**src/rtl/dmem_pkg.sv**
```systemverilog
// Shared encodings for the data-memory initiator: access sizes, FSM states,
// byte-enable patterns and the latency counter width.
package dmem_pkg;

  localparam logic [1:0] SZ_BYTE = 2'b00;
  localparam logic [1:0] SZ_HALF = 2'b01;
  localparam logic [1:0] SZ_WORD = 2'b10;
  localparam logic [1:0] SZ_ILL  = 2'b11;

  typedef enum logic [1:0] {
    ST_IDLE,
    ST_ISSUE,
    ST_WAIT,
    ST_RESP
  } state_t;

  localparam logic [3:0] BE_NONE    = 4'b0000;
  localparam logic [3:0] BE_BYTE0   = 4'b0001;
  localparam logic [3:0] BE_HALF_LO = 4'b0011;
  localparam logic [3:0] BE_HALF_HI = 4'b1100;
  localparam logic [3:0] BE_WORD    = 4'b1111;

  localparam int LAT_W = 3;

endpackage

```
**src/rtl/dmem_lane_align.sv**
```systemverilog
// Byte-lane steering: enables and replicated store data from size/offset, load
// extraction with sign/zero extension. Purely combinational, no flow control.
module dmem_lane_align
  import dmem_pkg::*;
(
  input  logic [1:0]  size,
  input  logic [1:0]  offset,
  input  logic        is_unsigned,
  input  logic [31:0] wdata,
  input  logic [31:0] rdata,
  output logic [3:0]  be,
  output logic [31:0] wdata_rep,
  output logic [31:0] rdata_ext,
  output logic        misaligned
);

  logic [31:0] shifted;

  assign shifted = rdata >> {offset, 3'b000};

  always_comb begin
    be         = BE_NONE;
    wdata_rep  = wdata;
    misaligned = 1'b0;
    rdata_ext  = shifted;
    case (size)
      SZ_BYTE: begin
        be        = BE_BYTE0 << offset;
        wdata_rep = {4{wdata[7:0]}};
        rdata_ext = is_unsigned ? {24'h0, shifted[7:0]}
                                : {{24{shifted[7]}}, shifted[7:0]};
      end
      SZ_HALF: begin
        misaligned = offset[0];
        be         = offset[1] ? BE_HALF_HI : BE_HALF_LO;
        wdata_rep  = {2{wdata[15:0]}};
        rdata_ext  = is_unsigned ? {16'h0, shifted[15:0]}
                                 : {{16{shifted[15]}}, shifted[15:0]};
      end
      SZ_WORD: begin
        misaligned = |offset;
        be         = BE_WORD;
      end
      default: misaligned = 1'b1;
    endcase
    // Rejected accesses must never present a live lane to memory.
    if (misaligned) be = BE_NONE;
  end

endmodule

```
**src/rtl/dmem_master.sv**
```systemverilog
// Data-memory initiator: one load/store in flight, response 1 (error), 2 (store)
// or 2+MEM_LATENCY (load) cycles after accept; ready only in IDLE/RESP.
module dmem_master
  import dmem_pkg::*;
#(
  parameter int unsigned MEM_LATENCY = 0
) (
  input  logic        clk_i,
  input  logic        rst_i,
  input  logic        req_valid_i,
  output logic        req_ready_o,
  input  logic        req_write_i,
  input  logic [1:0]  req_size_i,
  input  logic        req_unsigned_i,
  input  logic [31:0] req_addr_i,
  input  logic [31:0] req_wdata_i,
  output logic        resp_valid_o,
  output logic        resp_err_o,
  output logic [31:0] resp_rdata_o,
  output logic [31:0] mem_addr_o,
  output logic [31:0] mem_wdata_o,
  output logic [3:0]  mem_be_o,
  output logic        Mem_Read_o,
  output logic        Mem_Write_o,
  input  logic [31:0] mem_rdata_i
);

  localparam bit LAT_ZERO = (MEM_LATENCY == 0);
  localparam int unsigned LAT_LAST_I = (MEM_LATENCY > 0) ? MEM_LATENCY - 1 : 0;
  localparam logic [LAT_W-1:0] LAT_LAST = LAT_W'(LAT_LAST_I);

  state_t           state;
  logic             cap_write;
  logic             cap_unsigned;
  logic [1:0]       cap_size;
  logic [1:0]       cap_offset;
  logic [LAT_W-1:0] wait_cnt;
  logic             accept;

  logic [1:0]  al_size;
  logic [1:0]  al_offset;
  logic        al_unsigned;
  logic [3:0]  al_be;
  logic [31:0] al_wdata;
  logic [31:0] al_rdata;
  logic        al_misaligned;

  assign req_ready_o = (state == ST_IDLE) || (state == ST_RESP);
  assign accept      = req_valid_i && req_ready_o;

  // Accept (IDLE/RESP) and read capture (ISSUE/WAIT) never share a cycle, so one
  // aligner serves both: live request fields while ready, captured ones otherwise.
  assign al_size     = req_ready_o ? req_size_i       : cap_size;
  assign al_offset   = req_ready_o ? req_addr_i[1:0]  : cap_offset;
  assign al_unsigned = req_ready_o ? req_unsigned_i   : cap_unsigned;

  dmem_lane_align u_align (
    .size        (al_size),
    .offset      (al_offset),
    .is_unsigned (al_unsigned),
    .wdata       (req_wdata_i),
    .rdata       (mem_rdata_i),
    .be          (al_be),
    .wdata_rep   (al_wdata),
    .rdata_ext   (al_rdata),
    .misaligned  (al_misaligned)
  );

  always_ff @(posedge clk_i or negedge rst_i) begin
    if (!rst_i) begin
      state        <= ST_IDLE;
      cap_write    <= 1'b0;
      cap_unsigned <= 1'b0;
      cap_size     <= SZ_BYTE;
      cap_offset   <= 2'b00;
      wait_cnt     <= '0;
      mem_addr_o   <= '0;
      mem_wdata_o  <= '0;
      mem_be_o     <= BE_NONE;
      Mem_Read_o   <= 1'b0;
      Mem_Write_o  <= 1'b0;
      resp_valid_o <= 1'b0;
      resp_err_o   <= 1'b0;
      resp_rdata_o <= '0;
    end else begin
      Mem_Read_o   <= 1'b0;
      Mem_Write_o  <= 1'b0;
      resp_valid_o <= 1'b0;
      resp_err_o   <= 1'b0;
      resp_rdata_o <= '0;
      case (state)
        ST_IDLE, ST_RESP: begin
          if (accept) begin
            cap_write    <= req_write_i;
            cap_unsigned <= req_unsigned_i;
            cap_size     <= req_size_i;
            cap_offset   <= req_addr_i[1:0];
            mem_addr_o   <= {req_addr_i[31:2], 2'b00};
            mem_be_o     <= al_be;
            mem_wdata_o  <= al_wdata;
            if (al_misaligned) begin
              state        <= ST_RESP;
              resp_valid_o <= 1'b1;
              resp_err_o   <= 1'b1;
            end else begin
              state       <= ST_ISSUE;
              Mem_Write_o <= req_write_i;
              Mem_Read_o  <= !req_write_i;
            end
          end else begin
            state <= ST_IDLE;
          end
        end
        ST_ISSUE: begin
          wait_cnt <= '0;
          if (cap_write || LAT_ZERO) begin
            state        <= ST_RESP;
            resp_valid_o <= 1'b1;
            if (!cap_write) resp_rdata_o <= al_rdata;
          end else begin
            state <= ST_WAIT;
          end
        end
        ST_WAIT: begin
          if (wait_cnt == LAT_LAST) begin
            state        <= ST_RESP;
            resp_valid_o <= 1'b1;
            resp_rdata_o <= al_rdata;
          end else begin
            wait_cnt <= wait_cnt + LAT_W'(1);
          end
        end
        default: state <= ST_IDLE;
      endcase
    end
  end

endmodule

```
**config.mk**
```make
export PLATFORM = sky130hd
export DESIGN_NAME = dmem_master
export DESIGN_NICKNAME = d
export VERILOG_FILES = /design/src/rtl/dmem_pkg.sv /design/src/rtl/dmem_lane_align.sv /design/src/rtl/dmem_master.sv
export SDC_FILE = /design/constraint.sdc
export NUM_CORES = 1
export LEC_CHECK = 0
export ABC_CLOCK_PERIOD_IN_PS = 6900
export BUFFER_PORTS_ARGS = -buffer_cell sky130_fd_sc_hd__buf_4
export CAP_MARGIN = 20
export CORE_MARGIN = 3
export CORE_UTILIZATION = 43
export CTS_CLUSTER_DIAMETER = 100
export DETAILED_ROUTE_END_ITERATION = 8
export GPL_TIMING_DRIVEN = 0
export PLACE_DENSITY = 0.72
export SYNTH_ARGS = -nofsm -noshare
export SYNTH_HDL_FRONTEND = slang
export SYNTH_SLANG_ARGS = --single-unit
```
**constraint.sdc**
```tcl
create_clock -name clk_i -period 6.9 [get_ports clk_i]
set_clock_uncertainty 0.15 [all_clocks]
set_input_delay 0.69 -clock clk_i [delete_from_list [all_inputs] [get_ports clk_i]]
set_output_delay 0.69 -clock clk_i [all_outputs]
set_load 0.05 [all_outputs]
```
==> impl_metrics.json <==
{
  "hold_buffers": 0,
  "fill_cells": 961,
  "hold_viol": 0,
  "cts.repair.resized": 0,
  "grt_max_degree": 58,
  "ys.flop_type": "dfrtp_1",
  "dr.pass1.iters": 4,
  "dr_wl_met3_um": 1430,
  "fin_cells": 860,
  "wl_per_cell_um": 18.1,
  "syn2layout_area_growth_pct": 44.1,
  "wirelength_um": 15600,
  "pwr-share-clk": 0.177,
  "leakage_nw": 3.62,
  "clk_pin_slew_worst_paths_ns": 0.05,
  "ios": 208,
  "synth_seq_cells": 113,
  "dp.cells": 829,
  "synth_seq_area_share": 0.543,
  "dp_hpwl_um": 11800,
  "swShare": 0.490,
  "start_util": 0.449,
  "cts_made_buffers": 17,
  "seqPwrFrac": 0.235,
  "clock_latency_ns": 0.40,
  "rr_worst_depth": 8,
  "synth.distinct_cells": 39,
  "wl_met2_um": 7480,
  "period_share": 0.454,
  "met1_length_um": 6560,
  "max_cap_viol_count": 0,
  "ys_async_sr_fraction": 1.00,
  "syn_inst": 479,
  "cts-root-buf": "clkbuf_16",
  "synth_area_um2": 5210,
  "tns_ns": 0,
  "diodes": 0,
  "htreeDepth": 4,
  "dp_slack_ns": 3.79,
  "p_int_mw": 2.35,
  "design.core.area_um2": 11600,
  "cts_max_path_buffers": 2,
  "routabilityCongestion": 0.864,
  "grt_pass1_vias": 4767,
  "grt_pass1_wl_um": 24300,
  "first_iter_violations": 271,
  "synth.avg_cell_area_um2": 10.9,
  "tightest_slew_ns": 0.753,
  "status": "complete, no violations",
  "fmax_mhz": 319,
  "nets": 812,
  "hp-class": "in2async",
  "drc": 0,
  "cts_setup_buffers": 0,
  "cts.sinks": 113,
  "peakVddDrop_uv": 387,
  "finalMaxSlewViolations": 0,
  "synth-edff-count": 0,
  "comb_power_share": 0.588,
  "grt_antenna_before_repair": 0,
  "worstSetupStartpointType": "flip-flop",
  "via_per_inst": 5.29,
  "seqCellArea_um2": 2830,
  "rows": 39,
  "drive_gt1_frac": 0.411,
  "rsz0062_at_grt": "false",
  "worstPathArrival_ns": 3.25,
  "grt_usage": 0.236,
  "crit_fanout": 10,
  "die_w_um": 116,
  "relSlewSlack": 0.484,
  "powerDensity_nw_per_um2": 613,
  "overflow": 0,
  "end_kind": "flip-flop",
  "required_ns": 7.02,
  "critPathKind": "reg2reg",
  "ys_warn_count": 0,
  "vias": 4548,
  "layout_min_cycle_time_ns": 3.13,
  "setup_violations": 0,
  "die_h_um": 116,
  "p_sw_mw": 2.26,
  "die_area_um2": 13500,
  "setup_ws_ns": 3.77,
  "postRouteAntennaNets": 0,
  "multi_input_area_um2": 2210,
  "top_layer_used": "met4",
  "port-buffer-count": 205,
  "cts_tree": "built",
  "report.power.total_mw": 4.60
}
## cell usage after synthesis (2+ instances only)
library cell	number	area (um^2)
a221oi_1	8	70.1
clkbuf_1	18	67.6
o31ai_1	3	22.5
and2_1	2	12.5
nor3_1	2	10.0
o21ai_0	39	195
nor2_1	33	124
ha_1	4	50.1
nand2_1	44	165
a21oi_1	49	245
mux2i_1	26	260
buf_1	2	7.51
buf_2	12	60.1
a211oi_1	22	165
nor2b_1	16	100
or3b_2	2	17.5
nand2b_1	4	25.0
mux2_2	43	484
dfrtp_1	113	2830
xnor2_1	2	17.5
a31oi_1	2	12.5
buf_4	2	15.0
inv_1	8	30.0
o2bb2ai_1	8	70.1
## cells by family after synthesis
logic type               after synthesis  share of synthesized area
multiplexers                          71                      0.150
adder cells (fa/ha/maj)                4                    0.00960
XOR/XNOR                               3                    0.00504
AO/OA/AOI/OAI                        139                      0.167
AND/OR/NAND/NOR                      106                     0.0908
other                                  1                   0.000720
buffers and inverters                 42                     0.0346
flip-flops                           113                      0.543
## flip-flops by register name (all words and copies together), names as in the netlist
register and flops:
cap_unsigned 1, Mem_Write_o 1, cap_write 1, cap_offset 2
resp_rdata_o 32, mem_addr_o 30, resp_valid_o 1, mem_wdata_o 32
wait_cnt 3, state 2, resp_err_o 1, mem_be_o 4
cap_size 2, Mem_Read_o 1
## layout make-up
type	instances	share of cell area
clock inverters	6	0.00733
multi-input cells	325	0.294
clock buffers	25	0.0660
plain buffers	34	0.0200
flip-flops and latches	113	0.376
repair buffers	206	0.209
inverters	8	0.00400
well taps	143	0.0238
## per-layer routing
metal / GRT usage / vias up
met5: 0 / -
met4: 0.0905 / 0
met3: 0.0841 / 9
met2: 0.382 / 215
met1: 0.291 / 2166
li1: - / 2158
## worst max-delay path, cell delays in order, from the launching register on
cell and delay [ns]:
dfrtp_1 0.37, inv_1 0.06, ha_1 0.42, buf_2 0.27
buf_2 0.25, mux2i_1 0.67, nor2_1 0.33, a221oi_1 0.36
o21ai_0 0.11
## placed cells by master, fill, tap and decap left out, types with 4 or more instances in the layout
master and count:
clkinv_2 5, buf_4 207, clkbuf_8 4, ha_1 4
clkbuf_16 17, clkbuf_1 22, a221oi_1 8, o2bb2ai_1 8
buf_2 12, mux2_2 43, a21oi_1 49, nand2b_1 4
nor2_1 33, nor2b_1 16, o21ai_0 39, dfrtp_1 113
nand2_1 44, a211oi_1 22, mux2i_1 26, inv_1 8
## path summary, 6_finish.rpt
check	startpoint	to	slack, ns
max	state[0]	mem_wdata_o[27]	3.77
min in group clk_i	req_write_i	Mem_Read_o	0.30
min	rst_i	resp_rdata_o[19]	0.19
max in group asynchronous	rst_i	mem_wdata_o[18]	5.68
max reg2reg	state[0]	mem_wdata_o[27]	3.77
min reg2reg	mem_be_o[3]	mem_be_o[3]	0.33
## power groups by stage
| stage | Combinational [mW] | Sequential (mW) | Clock, mW |
|---|---|---|---|
| floorplan | 1.06 | 1.92 | 0 |
| global placement | 2.66 | 1.08 | 0 |
| detailed placement | 2.71 | 1.09 | 0 |
| CTS | 2.71 | 1.08 | 0.832 |
| global route | 2.89 | 1.12 | 0.867 |
| finish | 2.71 | 1.08 | 0.812 |
## per-stage QoR
| stage | hold slack [ns] | instance area (um^2) | utilization |
|---|---|---|---|
| floorplan | 0.244 | 5220 | - |
| finish | 0.190 | 7510 | 0.647 |
| global route | 0.240 | 7510 | 0.647 |
| CTS | 0.206 | 7510 | 0.647 |
| detailed placement | 0.327 | 6960 | 0.599 |
| global placement | 0.313 | 6930 | 0.597 |
Note: power is estimated with default switching activity, not from simulation.
